--- src/rtl/muldiv_unit.sv ---
// -----------------------------------------------------------------------------
// muldiv_unit
//
// Iterative RISC-V M-extension multiply/divide unit. One bit of work per clock
// on a shared (WIDTH+1)-bit adder: shift-add for multiplies, restoring
// subtraction for divides. Signed operands are turned into magnitudes at
// issue, and the sign is reapplied in a single finishing cycle. Divide-by-zero
// and the signed-overflow divide skip the iterative phase entirely.
//
// Ports
//   clk        system clock, rising edge
//   rst        asynchronous active-high reset
//   start      issue request, taken only when busy is low
//   op         funct3: MUL MULH MULHSU MULHU DIV DIVU REM REMU (0..7)
//   operand_a  rs1 (multiplicand / dividend)
//   operand_b  rs2 (multiplier / divisor)
//   busy       high while an operation is in flight
//   done       one-cycle pulse, result valid in that cycle
//   result     registered result, held until the next completion
// -----------------------------------------------------------------------------
module muldiv_unit #(
    parameter int WIDTH   = 32,
    parameter int OP_BITS = 3
) (
    input  logic               clk,
    input  logic               rst,
    input  logic               start,
    input  logic [OP_BITS-1:0] op,
    input  logic [WIDTH-1:0]   operand_a,
    input  logic [WIDTH-1:0]   operand_b,
    output logic               busy,
    output logic               done,
    output logic [WIDTH-1:0]   result
);

    localparam int CW = $clog2(WIDTH + 1);

    localparam logic [2:0] OP_MUL    = 3'b000;
    localparam logic [2:0] OP_MULH   = 3'b001;
    localparam logic [2:0] OP_MULHSU = 3'b010;
    localparam logic [2:0] OP_MULHU  = 3'b011;
    localparam logic [2:0] OP_DIV    = 3'b100;
    localparam logic [2:0] OP_DIVU   = 3'b101;
    localparam logic [2:0] OP_REM    = 3'b110;
    localparam logic [2:0] OP_REMU   = 3'b111;

    localparam logic [WIDTH-1:0]   ZERO_W   = {WIDTH{1'b0}};
    localparam logic [WIDTH-1:0]   ONE_W    = {{(WIDTH-1){1'b0}}, 1'b1};
    localparam logic [WIDTH-1:0]   ALL_ONES = {WIDTH{1'b1}};
    localparam logic [WIDTH-1:0]   MIN_NEG  = {1'b1, {(WIDTH-1){1'b0}}};
    localparam logic [2*WIDTH-1:0] ONE_2W   = {{(2*WIDTH-1){1'b0}}, 1'b1};
    localparam logic [WIDTH:0]     ZERO_W1  = {(WIDTH+1){1'b0}};
    localparam logic [CW-1:0]      CNT_LOAD = CW'(WIDTH);
    localparam logic [CW-1:0]      CNT_ONE  = CW'(1);
    localparam logic [CW-1:0]      CNT_ZERO = CW'(0);

    typedef enum logic [1:0] {
        S_IDLE = 2'd0,
        S_CALC = 2'd1,
        S_FIN  = 2'd2
    } state_t;

    // Two's-complement negate helpers for a result field and a full product.
    function automatic logic [WIDTH-1:0] neg_w(input logic [WIDTH-1:0] x);
        return ~x + ONE_W;
    endfunction

    function automatic logic [2*WIDTH-1:0] neg_2w(input logic [2*WIDTH-1:0] x);
        return ~x + ONE_2W;
    endfunction

    state_t state_r, state_s;

    logic [2:0]       op_r, op_s;          // latched funct3
    logic [WIDTH-1:0] opnd_r, opnd_s;      // multiplicand (mul) or divisor (div)
    logic [WIDTH-1:0] acc_hi_r, acc_hi_s;  // product high half / partial remainder
    logic [WIDTH-1:0] acc_lo_r, acc_lo_s;  // multiplier->product low / dividend->quotient
    logic [CW-1:0]    count_r, count_s;
    logic             neg_r, neg_s;        // result field must be negated at FIN
    logic             fast_r, fast_s;      // acc_lo_r already holds the final answer
    logic [WIDTH-1:0] result_r, result_s;
    logic             done_r, done_s;
    logic             busy_r, busy_s;

    // Issue-side decode of the incoming request.
    logic [2:0]       op_in_s;
    logic             a_signed_s, b_signed_s;
    logic             sa_s, sb_s, neg_in_s;
    logic [WIDTH-1:0] a_mag_s, b_mag_s;
    logic             div_zero_s, div_ovf_s;
    logic [WIDTH-1:0] fast_val_s;

    // Shared engine adder and finishing-cycle field selection.
    logic [WIDTH:0]     add_a_s, add_b_s, sum_s;
    logic               add_c_s;
    logic [2*WIDTH-1:0] prod_fix_s;
    logic [WIDTH-1:0]   quo_fix_s, rem_fix_s, fin_val_s;

    // Decode the request: operand signedness, magnitudes, result sign, fast paths.
    always_comb begin
        op_in_s    = op[2:0];
        a_signed_s = 1'b0;
        b_signed_s = 1'b0;
        case (op_in_s)
            OP_MULH, OP_DIV, OP_REM: begin
                a_signed_s = 1'b1;
                b_signed_s = 1'b1;
            end
            OP_MULHSU: begin
                a_signed_s = 1'b1;
                b_signed_s = 1'b0;
            end
            default: begin
                a_signed_s = 1'b0;
                b_signed_s = 1'b0;
            end
        endcase

        sa_s = a_signed_s & operand_a[WIDTH-1];
        sb_s = b_signed_s & operand_b[WIDTH-1];

        if (sa_s) a_mag_s = neg_w(operand_a);
        else      a_mag_s = operand_a;
        if (sb_s) b_mag_s = neg_w(operand_b);
        else      b_mag_s = operand_b;

        // Remainder takes the dividend's sign; product and quotient take sa^sb.
        if (op_in_s[2] && op_in_s[1]) neg_in_s = sa_s;
        else                          neg_in_s = sa_s ^ sb_s;

        div_zero_s = op_in_s[2] & (operand_b == ZERO_W);
        div_ovf_s  = op_in_s[2] & ~op_in_s[0] & (operand_a == MIN_NEG) & (operand_b == ALL_ONES);

        // op[1] separates REM/REMU from DIV/DIVU inside the divide group.
        if (div_zero_s) begin
            if (op_in_s[1]) fast_val_s = operand_a;
            else            fast_val_s = ALL_ONES;
        end else begin
            if (op_in_s[1]) fast_val_s = ZERO_W;
            else            fast_val_s = MIN_NEG;
        end
    end

    // Shared adder: trial subtract of the divisor, or conditional add of the multiplicand.
    always_comb begin
        if (op_r[2]) begin
            add_a_s = {acc_hi_r, acc_lo_r[WIDTH-1]};
            add_b_s = ~{1'b0, opnd_r};
            add_c_s = 1'b1;
        end else begin
            add_a_s = {1'b0, acc_hi_r};
            if (acc_lo_r[0]) add_b_s = {1'b0, opnd_r};
            else             add_b_s = ZERO_W1;
            add_c_s = 1'b0;
        end
        sum_s = add_a_s + add_b_s + {{WIDTH{1'b0}}, add_c_s};
    end

    // Sign-correct the raw engine outputs and pick the field for the latched op.
    always_comb begin
        if (neg_r) begin
            prod_fix_s = neg_2w({acc_hi_r, acc_lo_r});
            quo_fix_s  = neg_w(acc_lo_r);
            rem_fix_s  = neg_w(acc_hi_r);
        end else begin
            prod_fix_s = {acc_hi_r, acc_lo_r};
            quo_fix_s  = acc_lo_r;
            rem_fix_s  = acc_hi_r;
        end
        case (op_r)
            OP_MUL:                       fin_val_s = prod_fix_s[WIDTH-1:0];
            OP_MULH, OP_MULHSU, OP_MULHU: fin_val_s = prod_fix_s[2*WIDTH-1:WIDTH];
            OP_DIV, OP_DIVU:              fin_val_s = quo_fix_s;
            OP_REM, OP_REMU:              fin_val_s = rem_fix_s;
            default:                      fin_val_s = ZERO_W;
        endcase
    end

    // Next-state and datapath update for IDLE -> CALC/FIN -> IDLE.
    always_comb begin
        state_s  = state_r;
        op_s     = op_r;
        opnd_s   = opnd_r;
        acc_hi_s = acc_hi_r;
        acc_lo_s = acc_lo_r;
        count_s  = count_r;
        neg_s    = neg_r;
        fast_s   = fast_r;
        result_s = result_r;
        done_s   = 1'b0;

        case (state_r)
            S_IDLE: begin
                if (start) begin
                    op_s     = op_in_s;
                    neg_s    = neg_in_s;
                    count_s  = CNT_LOAD;
                    acc_hi_s = ZERO_W;
                    if (div_zero_s || div_ovf_s) begin
                        fast_s   = 1'b1;
                        acc_lo_s = fast_val_s;
                        opnd_s   = ZERO_W;
                        state_s  = S_FIN;
                    end else begin
                        fast_s  = 1'b0;
                        state_s = S_CALC;
                        // Multiplier/dividend shift through acc_lo; the other operand stays put.
                        if (op_in_s[2]) begin
                            acc_lo_s = a_mag_s;
                            opnd_s   = b_mag_s;
                        end else begin
                            acc_lo_s = b_mag_s;
                            opnd_s   = a_mag_s;
                        end
                    end
                end else begin
                    state_s = S_IDLE;
                end
            end

            S_CALC: begin
                count_s = count_r - CNT_ONE;
                if (op_r[2]) begin
                    // Non-negative trial difference means the quotient bit is 1.
                    if (!sum_s[WIDTH]) begin
                        acc_hi_s = sum_s[WIDTH-1:0];
                        acc_lo_s = {acc_lo_r[WIDTH-2:0], 1'b1};
                    end else begin
                        acc_hi_s = add_a_s[WIDTH-1:0];
                        acc_lo_s = {acc_lo_r[WIDTH-2:0], 1'b0};
                    end
                end else begin
                    // Shift the carry-extended accumulator right by one.
                    acc_hi_s = sum_s[WIDTH:1];
                    acc_lo_s = {sum_s[0], acc_lo_r[WIDTH-1:1]};
                end
                if (count_r == CNT_ONE) state_s = S_FIN;
                else                    state_s = S_CALC;
            end

            S_FIN: begin
                if (fast_r) result_s = acc_lo_r;
                else        result_s = fin_val_s;
                done_s  = 1'b1;
                state_s = S_IDLE;
            end

            default: begin
                state_s = S_IDLE;
            end
        endcase

        busy_s = (state_s != S_IDLE);
    end

    // FSM state register.
    always_ff @(posedge clk or posedge rst) begin
        if (rst) begin
            state_r <= S_IDLE;
        end else begin
            state_r <= state_s;
        end
    end

    // Datapath and output registers.
    always_ff @(posedge clk or posedge rst) begin
        if (rst) begin
            op_r     <= 3'b000;
            opnd_r   <= ZERO_W;
            acc_hi_r <= ZERO_W;
            acc_lo_r <= ZERO_W;
            count_r  <= CNT_ZERO;
            neg_r    <= 1'b0;
            fast_r   <= 1'b0;
            result_r <= ZERO_W;
            done_r   <= 1'b0;
            busy_r   <= 1'b0;
        end else begin
            op_r     <= op_s;
            opnd_r   <= opnd_s;
            acc_hi_r <= acc_hi_s;
            acc_lo_r <= acc_lo_s;
            count_r  <= count_s;
            neg_r    <= neg_s;
            fast_r   <= fast_s;
            result_r <= result_s;
            done_r   <= done_s;
            busy_r   <= busy_s;
        end
    end

    assign busy   = busy_r;
    assign done   = done_r;
    assign result = result_r;

endmodule

--- config.mk ---
export PLATFORM = sky130hd
export DESIGN_NAME = muldiv_unit
export DESIGN_NICKNAME = d
export VERILOG_FILES = /design/src/rtl/muldiv_unit.sv
export SDC_FILE = /design/constraint.sdc
export NUM_CORES = 1
export LEC_CHECK = 0
export CORE_MARGIN = 2
export CORE_UTILIZATION = 45
export CTS_CLUSTER_DIAMETER = 80
export DETAILED_ROUTE_END_ITERATION = 8
export DONT_BUFFER_PORTS = 1
export SLEW_MARGIN = 25
export SYNTH_ARGS = -nofsm -noshare
export SYNTH_HDL_FRONTEND = slang
export SYNTH_SLANG_ARGS = --single-unit
--- constraint.sdc ---
create_clock -name clk -period 6.4 [get_ports clk]
set_input_delay 0.96 -clock clk [delete_from_list [all_inputs] [get_ports clk]]
set_output_delay 0.96 -clock clk [all_outputs]
set_load 0.02 [all_outputs]
=== After elaboration in Yosys (flattened, before gate mapping) ===
Cells that the tools add are included.

* Muxes and demuxes: 37
* Bitwise gates (word level): 14
* Add/sub/neg operators: 8
* Equal/unequal tests: 17
* Reductions and logical operators: 14

{| class="wikitable"
|+ Operators by type and width
! operator !! count
|-
| $mux W32 || 18
|-
| $add A32 B1 Y32 const B || 4
|-
| $not A32 Y32 || 4
|-
| $pmux W32 S2 || 2
|-
| $pmux W32 S4 || 1
|-
| $mux W33 || 2
|-
| $add A64 B1 Y64 const B || 1
|-
| $eq A32 B32 Y1 const B || 2
|-
| $mux W64 || 1
|-
| $not A64 Y64 || 1
|-
| $add A33 B1 Y33 || 1
|-
| $add A33 B33 Y33 || 1
|-
| $not A32 Y33 || 1
|-
| $logic_not A32 Y1 || 1
|-
| $eq A3 B3 Y1 const B || 6
|-
| $pmux W6 S2 || 1
|-
| $eq A3 B2 Y1 const B || 3
|-
| $mux W1 || 7
|-
| $and A1 B1 Y1 || 6
|-
| $eq A3 B1 Y1 const B || 2
|-
| $eq A6 B1 Y1 const B || 1
|-
| $mux W2 || 3
|-
| $mux W6 || 1
|-
| $reduce_or A3 Y1 || 2
|-
| 15 further kinds || 18
|}

* Output and inout port bits: 34
* Logic and storage cells: 101
* Flip-flop bits (word level): 143

=== Longest topological paths before layout ===
Gate-level depths: netlist of the first run.

* Depth after elaboration: 9
* Depth in mapped cells: 19

=== Worst setup path before layout of the first run ===
Ideal clock, no wire load.

* Path type: register to register
* From: reg op_r[2]
* To: reg acc_hi_r[10]
* Setup time: 0.133 ns
* Period minus slack after synthesis: 4.628 ns
* Slack: 1.772 ns
* Data required time: 6.267 ns
* Stages on the path, launching flop included: 19
* Buffers on the path: 5
* Arrival time: 4.495 ns
* Cell sequence: dfrtp_1 clkbuf_1 buf_1 clkbuf_1 clkbuf_1 nand2_1 o21ai_0 fa_1 inv_1 fa_1 nand2b_1 a21oi_1 o211ai_1 o21ai_1 o22ai_1 xnor2_2 buf_2 mux2i_1 o21ai_0

* Word-level cells in the longest chain between the ends: 6

{| class="wikitable"
|+ Ends and longest elaborated chain
! item !! RTL line !! text
|-
| start: declaration || 74 || <nowiki>logic [2:0] op_r, op_s;</nowiki>
|-
| start signal: assignment || 279 || <nowiki>op_r <= op_s;</nowiki>
|-
| $mux W33 || 146 || <nowiki>if (op_r[2]) begin</nowiki>
|-
| $add A33 B33 Y33 || 156 || <nowiki>sum_s = add_a_s + add_b_s + {{WIDTH{1'b0}}, add_c_s};</nowiki>
|-
| $add A33 B1 Y33 || 156 ||
|-
| $mux W32 || 225 || <nowiki>if (!sum_s[WIDTH]) begin</nowiki>
|-
| $mux W32 (*) || 223 || <nowiki>if (op_r[2]) begin</nowiki>
|-
| $pmux W32 S2 (*) || 192 || <nowiki>case (state_r)</nowiki>
|-
| end signal: assignment || 281 || <nowiki>acc_hi_r <= acc_hi_s;</nowiki>
|-
| end: declaration || 76 || <nowiki>logic [WIDTH-1:0] acc_hi_r, acc_hi_s;</nowiki>
|}

Every way passes the cells marked *; elsewhere a longest branch is shown, timed or not.
A chain may end at the register's enable or synchronous reset.

=== Worst setup path in the final report of the first run ===
* From: reg op_r[2]
* To: reg acc_hi_r[24]

The elaborated chain is that of the path after synthesis.

==> results of run 1 <==
[stage by stage]
| stage | worst slack [ns] | util [%] | std cells |
|---|---|---|---|
| after floorplan | 1.60 | - | 1785 |
| after global placement | 1.71 | 46.3 | 2072 |
| after detailed placement | 1.67 | 46.3 | 2072 |
| after CTS | 1.66 | 48.5 | 2104 |
| after global routing | 1.27 | 48.5 | 2104 |
| final | 1.54 | 48.5 | 2104 |
[critical path, cell delays in order (launching register included)]
cell	delay [ns]
dfrtp_4	0.61
buf_4	0.76
nor2_2	0.06
buf_4	0.26
nand2_1	0.10
o21ai_0	0.24
ha_1	0.52
nand4_1	0.15
or3_1	0.36
o21ai_1	0.33
o22ai_1	0.24
xnor2_2	0.18
buf_4	0.32
mux2i_1	0.23
nor2_1	0.06
a221o_1	0.29
[kinds of logic after synthesis]
logic type,after synthesis
AOI/OAI and AO/OA,635
and+or+nand+nor,583
buffers and inverters,165
DFF,143
xor gates and xnor gates,125
muxes,93
adders and majority gates,41
[area by class of cell]
cell class / count / area share, %
multi-input cells: 1477 / 64.8
repair buffers: 25 / 1.31
well taps: 390 / 3.40
flip-flops and latches: 143 / 25.0
inverters: 37 / 1.00
clock inverters: 15 / 1.53
clock buffers: 17 / 2.97
[cell usage in the layout (no fill, tap or decap), types with 5 or more instances in the layout]
cell type,count
nor2_2,5
a211oi_1,17
or3_1,18
a31oi_1,41
nor3_1,40
nor3b_1,6
nand4_1,24
nand2b_1,17
dfrtp_1,141
mux2i_1,43
ha_1,39
nand3_1,28
inv_1,31
xor2_1,58
buf_4,25
nor4_1,19
nand4b_1,5
a22oi_1,36
a21o_1,9
xnor2_1,66
nor2_1,150
o31ai_1,23
nand2_1,217
o21ai_0,223
o211ai_1,32
o41ai_1,14
o22ai_1,24
o21ai_1,20
and3_1,6
inv_6,5
clkbuf_16,17
a221oi_1,5
mux2_2,50
or2_2,6
and2_1,11
a21oi_1,126
or4_1,7
o21a_1,6
[per-layer routing]
metal | vias to the layer above | global-route usage [%] | part of all wire (%)
li1 | 6415 | - | -
met1 | 6426 | 44.2 | 45
met2 | 624 | 46.8 | 42
met3 | 80 | 5.71 | 8.1
met4 | 0 | 14.1 | 4.8
met5 | - | 0 | 0
[state kept, by name (all words and copies together), names as in the netlist]
| signal | count |
|---|---|
| opnd_r | 32 |
| busy | 1 |
| acc_lo_r | 32 |
| op_r | 3 |
| acc_hi_r | 32 |
| neg_r | 1 |
| count_r | 6 |
| done | 1 |
| state_r | 2 |
| fast_r | 1 |
| result | 32 |
[path summary, 6_finish.rpt]
path                                     end  depth (start not counted)        from
worst min register to register    count_r[5]                          1  count_r[5]
worst min-delay path              count_r[5]                          1  count_r[5]
worst max register to register  acc_hi_r[24]                         15     op_r[2]
min in group asynchronous         result[16]                          1         rst
worst max-delay path            acc_hi_r[24]                         15     op_r[2]
max in group asynchronous            op_r[2]                          2         rst
[report_power, final]
part	total, mW	switching [mW]	internal, mW
Sequential	2.24	0.879	1.36
Combinational	6.05	3.68	2.37
Clock	1.11	0.475	0.637
==> results.py, run 1 <==
metrics = {
    "outcome": {
        "status": "finished, final reports clean",
    },
    "synthesis": {
        "yosys.area_share.simple_pct": 20.2,
        "synth_nets": 1896,
        "synth_top_area_share_pct": 26.5,
        "seq_area_frac_synth_pct": 26.5,
        "syn_inst": 1785,
        "synth_area_um2": 13500,
        "syn_avg_cell_area_um2": 7.55,
        "synth-adder-area-share_pct": 3.92,
        "synthFlopType": "dfrtp_1",
        "synth-edff-count": 0,
        "yosysWarnings": 0,
        "synth_area_leaders": "dfrtp_1 27%, o21ai_0 8.3%, nand2_1 6.1%",
        "yosysTopAreaCell": "dfrtp_1",
        "synthMuxAreaShare_pct": 7.37,
        "synth-compound-area-share_pct": 29.1,
        "synth-seq-cells": 143,
        "synth_xor_area_share_pct": 8.18,
        "synthTopCellsByCount": "223 x o21ai_0, 218 x nand2_1, 153 x nor2_1",
        "post-synth-top-count-cell": "o21ai_0",
        "synth_top_family_by_area": "compound AO/OA/AOI/OAI gates",
        "ys_types": 83,
        "ys_async_sr_fraction_pct": 100,
    },
    "floorplan": {
        "dieArea_um2": 31400,
        "core-area_um2": 29600,
        "initial_core_util_pct": 45.6,
        "std_cell_rows": 63,
        "die_h_um": 177,
        "io_pins": 104,
        "die_width_um": 177,
    },
    "power": {
        "ir_drop_uv": 255,
        "p_leak_nw": 5.46,
        "power_density_nw_per_um2": 656,
        "power.total_mw": 9.40,
    },
    "global_routing": {
        "grt_pass1_wl_um": 76100,
        "grt_remaining_overflow": 0,
        "grtUsageTotal_pct": 31.5,
        "grt_pass1_vias": 12600,
        "antenna_found_initial": 0,
        "grt_max_degree": 97,
    },
    "critical_path": {
        "rrSetupSlack_ns": 1.54,
        "cp_max_fo": 77,
        "path_class": "flop to flop",
        "cp.required_ns": 6.71,
        "critPathLaunchType": "flop",
        "cp-end-kind": "flop",
        "worstPathArrival_ns": 5.17,
    },
    "job": {
        "max_cap_viol_count": 0,
    },
    "clock_network": {
        "clock_path_buffers": 2,
        "clk-insertion-delay-late_ns": 0.44,
        "clk_pin_slew_worst_paths_ns": 0.08,
        "cts_setup_buffers": 0,
        "cts_hold_buffers": 0,
        "cts.sink_count": 143,
        "cts_buffers": 17,
        "ctsResizeCount": 0,
        "cts_root_buf": "clkbuf_16",
        "cts_tree": "built",
        "htreeDepth": 4,
    },
    "sta": {
        "rsz0062_at_grt": "false",
        "skew_ns": 0.0163,
        "max_freq_mhz": 206,
        "timing.setup.tns_ns": 0,
        "final_max_slew_viol_count": 0,
        "slew_headroom_pct": 34.9,
        "worst_pin_slew_ns": 0.964,
        "finalHoldViolations": 0,
        "timing.final.crit_period_ns": 4.86,
        "finalCritPeriodShare_pct": 75.9,
        "finalSetupViolCount": 0,
        "whs_ns": 0.479,
    },
    "finish": {
        "nNetsFinal": 1812,
        "n_antenna_cell": 0,
        "final-seq-area_um2": 3580,
        "drive_above_1_share_pct": 8.40,
        "fillers": 2926,
        "fin_area_um2": 14300,
        "syn2layout_area_growth_pct": 6.32,
        "multi_input_area_um2": 9290,
    },
    "placed_design": {
        "port_buffers": 0,
        "dpl.hpwl_um": 36900,
        "dpl_cell_area_um2": 13700,
        "place.gp.congestion": 0.967,
    },
    "route": {
        "first_pass_iters": 6,
        "viasPerCell": 6.44,
        "wirelength_um": 48800,
        "ant_nets": 0,
        "drc_errors": 0,
        "drt_iter0_drc": 1469,
        "wire_per_inst_um": 23.2,
        "dr_total_vias": 13500,
    },
    "hold_path": {
        "hold_class": "flop to flop",
    },
}
Note: power is estimated with default switching activity, not from simulation.
==> run 2: changes to the inputs <==
clock period = 5 ns   (was 6.4 ns; I/O delays follow)
==> run 2 against run 1 <==
Against the previous run:
- sequential share of layout area decreased by 0.10 points
- clock-buffer cell count is 1 higher
- combinational power up 30%
- maximum frequency rose by 7.0%
- clock skew decreased by 0.00079 ns
- critical endpoint is now acc_hi_r[20]
==> results.py, run 2 (synthesized netlist as in run 1, its figures left out) <==
metrics = {
    "placed_design": {
        "dpl.hpwl_um": 38000,
        "dpl_cell_area_um2": 13800,
        "port_buffers": 0,
        "place.gp.congestion": 0.944,
    },
    "route": {
        "viasPerCell": 6.41,
        "first_pass_iters": 6,
        "drt_iter0_drc": 1393,
        "drc_errors": 0,
        "wirelength_um": 49400,
        "ant_nets": 0,
        "dr_total_vias": 13600,
        "wire_per_inst_um": 23.4,
    },
    "sta": {
        "worst_pin_slew_ns": 0.978,
        "max_freq_mhz": 220,
        "skew_ns": 0.0155,
        "finalHoldViolations": 0,
        "finalCritPeriodShare_pct": 90.9,
        "timing.setup.tns_ns": 0,
        "rsz0062_at_grt": "false",
        "slew_headroom_pct": 33.1,
        "timing.final.crit_period_ns": 4.54,
        "finalSetupViolCount": 0,
        "final_max_slew_viol_count": 0,
    },
    "clock_network": {
        "cts_setup_buffers": 0,
        "cts_root_buf": "clkbuf_16",
        "cts.sink_count": 143,
        "htreeDepth": 4,
        "cts_buffers": 17,
        "clk-insertion-delay-late_ns": 0.44,
        "clock_path_buffers": 2,
        "clk_pin_slew_worst_paths_ns": 0.07,
        "cts_hold_buffers": 0,
        "ctsResizeCount": 0,
        "cts_tree": "built",
    },
    "floorplan": {
        "die_h_um": 177,
        "dieArea_um2": 31400,
        "initial_core_util_pct": 45.6,
        "die_width_um": 177,
        "std_cell_rows": 63,
        "io_pins": 104,
        "core-area_um2": 29600,
    },
    "global_routing": {
        "grt_max_degree": 97,
        "grt_remaining_overflow": 0,
        "grt_pass1_wl_um": 76000,
        "grtUsageTotal_pct": 31.7,
        "antenna_found_initial": 0,
        "grt_pass1_vias": 12700,
    },
    "critical_path": {
        "worstPathArrival_ns": 4.83,
        "cp-end-kind": "flop",
        "cp_max_fo": 31,
        "critPathLaunchType": "flop",
        "path_class": "flop to flop",
        "cp.required_ns": 5.28,
    },
    "finish": {
        "fin_area_um2": 14400,
        "nNetsFinal": 1824,
        "syn2layout_area_growth_pct": 6.75,
        "drive_above_1_share_pct": 8.98,
        "mostFrequentLayoutCell": "o21ai_0",
        "final_cell_mix": "223 x o21ai_0, 217 x nand2_1, 151 x nor2_1",
        "n_antenna_cell": 0,
    },
    "power": {
        "ir_drop_uv": 381,
        "power_density_nw_per_um2": 838,
        "p_leak_nw": 5.50,
    },
    "job": {
        "max_cap_viol_count": 0,
    },
    "outcome": {
        "status": "finished, final reports clean",
    },
    "hold_path": {
        "hold_class": "primary input to asynchronous set/reset pin",
    },
}
==> run 2: area by class of cell <==
cell class                      instances  area, um2
Multi-Input combinational cell       1477       9290
Clock inverter                         14        170
Inverter                               37        144
Sequential cell                       143       3580
Timing Repair Buffer                   37        278
Tap cell                              390        488
Clock buffer                           18        439
Fill cell                            2989      15200
==> run 2: per-layer routing <==
metal,track usage (%),up-vias,wire [um]
li1,-,6423,-
met2,48.2,581,21400
met5,0,-,0
met4,15.7,0,2460
met1,43.1,6467,21800
met3,5.95,91,3720
==> run 2: worst paths after layout <==
path                                 start      endpoint  slack [ns]  cells past startpoint
worst min register to register  state_r[1]    state_r[1]        0.49                      1
worst min-delay path                   rst    result[24]        0.25                      1
worst max-delay path               op_r[2]  acc_hi_r[20]        0.46                     15
max in group asynchronous              rst         neg_r        3.73                      2
worst max register to register     op_r[2]  acc_hi_r[20]        0.46                     15
min in group clk                state_r[1]    state_r[1]        0.49                      1
==> run 2: power breakdown <==
part | leakage, nW | internal [mW] | switching, mW | total, mW
clock network | 0.294 | 0.768 | 0.593 | 1.36
registers | 1.77 | 1.74 | 1.07 | 2.81
logic | 3.43 | 3.09 | 4.80 | 7.88
==> run 2: critical path: stages (launching register included) <==
cell and delay (ns):
dfrtp_4 0.61, nor2_2 0.14, buf_4 0.35, nand2_1 0.10, o21ai_0 0.13, inv_1 0.10
fa_1 0.44, nand2b_1 0.19, a21oi_1 0.18, o211ai_1 0.18, o21ai_1 0.42, o22ai_1 0.25
xnor2_2 0.60, buf_4 0.36, mux2i_1 0.22, o21ai_0 0.09
==> run 2: stage by stage <==
stage                     setup slack (ns)  utilization (%)  total power, mW  hold WS, ns  std cells
final                                0.456             48.7             12.1        0.254       2116
after global routing                 0.135             48.7             13.0        0.309       2116
after CTS                            0.492             48.7             11.9        0.298       2116
after detailed placement             0.505             46.6             10.5        0.477       2084
after global placement               0.615             46.6             10.5        0.468       2084
after floorplan                      0.372                -             8.27        0.446       1785
==> run 3: changes to the inputs <==
MAX_ROUTING_LAYER = met4   (was default)
==> run 3 against run 2 <==
Against the previous run:
- clock power down 4%
- critical path depth unchanged
- sequential power about the same
- cell area up 0.16%
- core utilization up 0.076 points
- worst setup slack worse by 0.17 ns
- first-iteration DRC count up 6.3%
- register-to-register slack worse by 0.17 ns
- power about the same
- global-route usage up 1.3 points
- critical path type unchanged
- non-clock buffer count up 4
==> results.py, run 3 (synthesized netlist as in run 1, its figures left out) <==
metrics = {
    "clock_network": {
        "cts_setup_buffers": 0,
        "cts_root_buf": "clkbuf_16",
        "cts_tree": "built",
        "ctsResizeCount": 0,
        "clock_path_buffers": 2,
        "cts_hold_buffers": 0,
        "cts.sink_count": 143,
        "clk-insertion-delay-late_ns": 0.44,
        "htreeDepth": 4,
        "clk_pin_slew_worst_paths_ns": 0.07,
        "cts_buffers": 17,
    },
    "global_routing": {
        "grt_remaining_overflow": 0,
        "grtUsageTotal_pct": 33.0,
        "grt_max_degree": 97,
        "grt_pass1_wl_um": 77100,
        "grt_pass1_vias": 12700,
        "antenna_found_initial": 0,
    },
    "route": {
        "drc_errors": 0,
        "ant_nets": 0,
        "dr_total_vias": 13600,
        "wire_per_inst_um": 23.5,
        "first_pass_iters": 6,
        "viasPerCell": 6.41,
        "wirelength_um": 49700,
        "drt_iter0_drc": 1481,
    },
    "sta": {
        "final_max_slew_viol_count": 0,
        "worst_pin_slew_ns": 1.07,
        "timing.setup.tns_ns": 0,
        "timing.final.crit_period_ns": 4.71,
        "finalCritPeriodShare_pct": 94.3,
        "finalSetupViolCount": 0,
        "layout_setup_ws_ns": 0.287,
        "slew_headroom_pct": 28.5,
        "finalHoldViolations": 0,
        "max_freq_mhz": 212,
        "rsz0062_at_grt": "false",
        "skew_ns": 0.0186,
    },
    "placed_design": {
        "dpl.hpwl_um": 37900,
        "place_ws_ns": 0.394,
        "port_buffers": 0,
        "place.gp.congestion": 0.979,
    },
    "finish": {
        "mostFrequentLayoutCell": "o21ai_0",
        "drive_above_1_share_pct": 9.13,
        "fillers": 2961,
        "n_antenna_cell": 0,
        "nNetsFinal": 1828,
        "syn2layout_area_growth_pct": 6.91,
        "final_cell_mix": "223 x o21ai_0, 217 x nand2_1, 151 x nor2_1",
    },
    "floorplan": {
        "initial_core_util_pct": 45.6,
        "io_pins": 104,
        "dieArea_um2": 31400,
        "die_width_um": 177,
        "core-area_um2": 29600,
        "die_h_um": 177,
        "std_cell_rows": 63,
    },
    "power": {
        "power_density_nw_per_um2": 836,
        "ir_drop_uv": 318,
        "p_leak_nw": 5.51,
    },
    "critical_path": {
        "path_class": "flop to flop",
        "critPathLaunchType": "flop",
        "cp-end-kind": "flop",
        "worstPathArrival_ns": 5.04,
        "cp.required_ns": 5.33,
        "cp_max_fo": 31,
    },
    "job": {
        "max_cap_viol_count": 0,
    },
    "hold_path": {
        "hold_class": "primary input to asynchronous set/reset pin",
    },
    "outcome": {
        "status": "finished, final reports clean",
    },
}
run 3: changes by cell type in the layout (fill, tap and decap cells not counted), sizes merged:
cell	change
bufinv	-1
clkbuf	+2
clkinv	+2
inv	-3
buf	+4
run 3: area by class of cell:
class | instances | area, um2 | share of cell area, %
multi-input combinational | 1477 | 9290 | 64.4
timing repair buffer | 41 | 333 | 2.31
clock buffer | 20 | 457 | 3.17
clock inverter | 12 | 124 | 0.859
sequential | 143 | 3580 | 24.9
tap | 390 | 488 | 3.39
inverter | 37 | 144 | 0.998
run 3: metal layers:
metal | wire length, um | global-route usage (%) | vias up | share of wire, %
met5 | 0 | - | - | 0
met4 | 2580 | 16.5 | 0 | 5.2
met3 | 4140 | 6.34 | 96 | 8.3
met2 | 21300 | 47.5 | 632 | 43
met1 | 21700 | 44.1 | 6414 | 44
li1 | - | - | 6440 | -
run 3: metrics by stage:
| step | area (um2) | std cells | hold WS (ns) | util [%] | power [mW] |
|---|---|---|---|---|---|
| after global routing | 14400 | 2120 | 0.382 | 48.8 | 13.0 |
| after CTS | 14400 | 2120 | 0.349 | 48.8 | 11.9 |
| after floorplan | 13500 | 1785 | 0.446 | - | 8.27 |
| after detailed placement | 13800 | 2088 | 0.476 | 46.8 | 10.6 |
| after global placement | 13800 | 2088 | 0.461 | 46.8 | 10.5 |
| final | 14400 | 2120 | 0.324 | 48.8 | 12.0 |
run 3: path summary, 6_finish.rpt:
| path | start | endpoint | slack, ns | depth (start not counted) |
|---|---|---|---|---|
| min in group clk | count_r[5] | count_r[5] | 0.48 | 1 |
| setup reg to reg | op_r[2] | acc_hi_r[17] | 0.29 | 15 |
| hold reg to reg | count_r[5] | count_r[5] | 0.48 | 1 |
| hold / removal | rst | result[17] | 0.32 | 1 |
| max in group asynchronous | rst | op_r[2] | 3.69 | 2 |
| setup / recovery | op_r[2] | acc_hi_r[17] | 0.29 | 15 |
run 3: critical path, cell delays in order, from the launching register on:
cell      delay (ns)
dfrtp_4         0.62
nor2_2          0.16
buf_4           0.35
nand2_1         0.09
o21ai_0         0.11
inv_1           0.09
fa_1            0.44
nand2b_1        0.19
a21oi_1         0.19
o211ai_1        0.20
o21ai_1         0.45
o22ai_1         0.28
xnor2_1         0.84
buf_12          0.22
a211oi_1        0.07
a221o_1         0.29
run 3: where the power goes:
group | internal [mW] | switching [mW]
Sequential | 1.74 | 1.04
Combinational | 3.13 | 4.82
Clock | 0.723 | 0.577
Total | 5.60 | 6.44
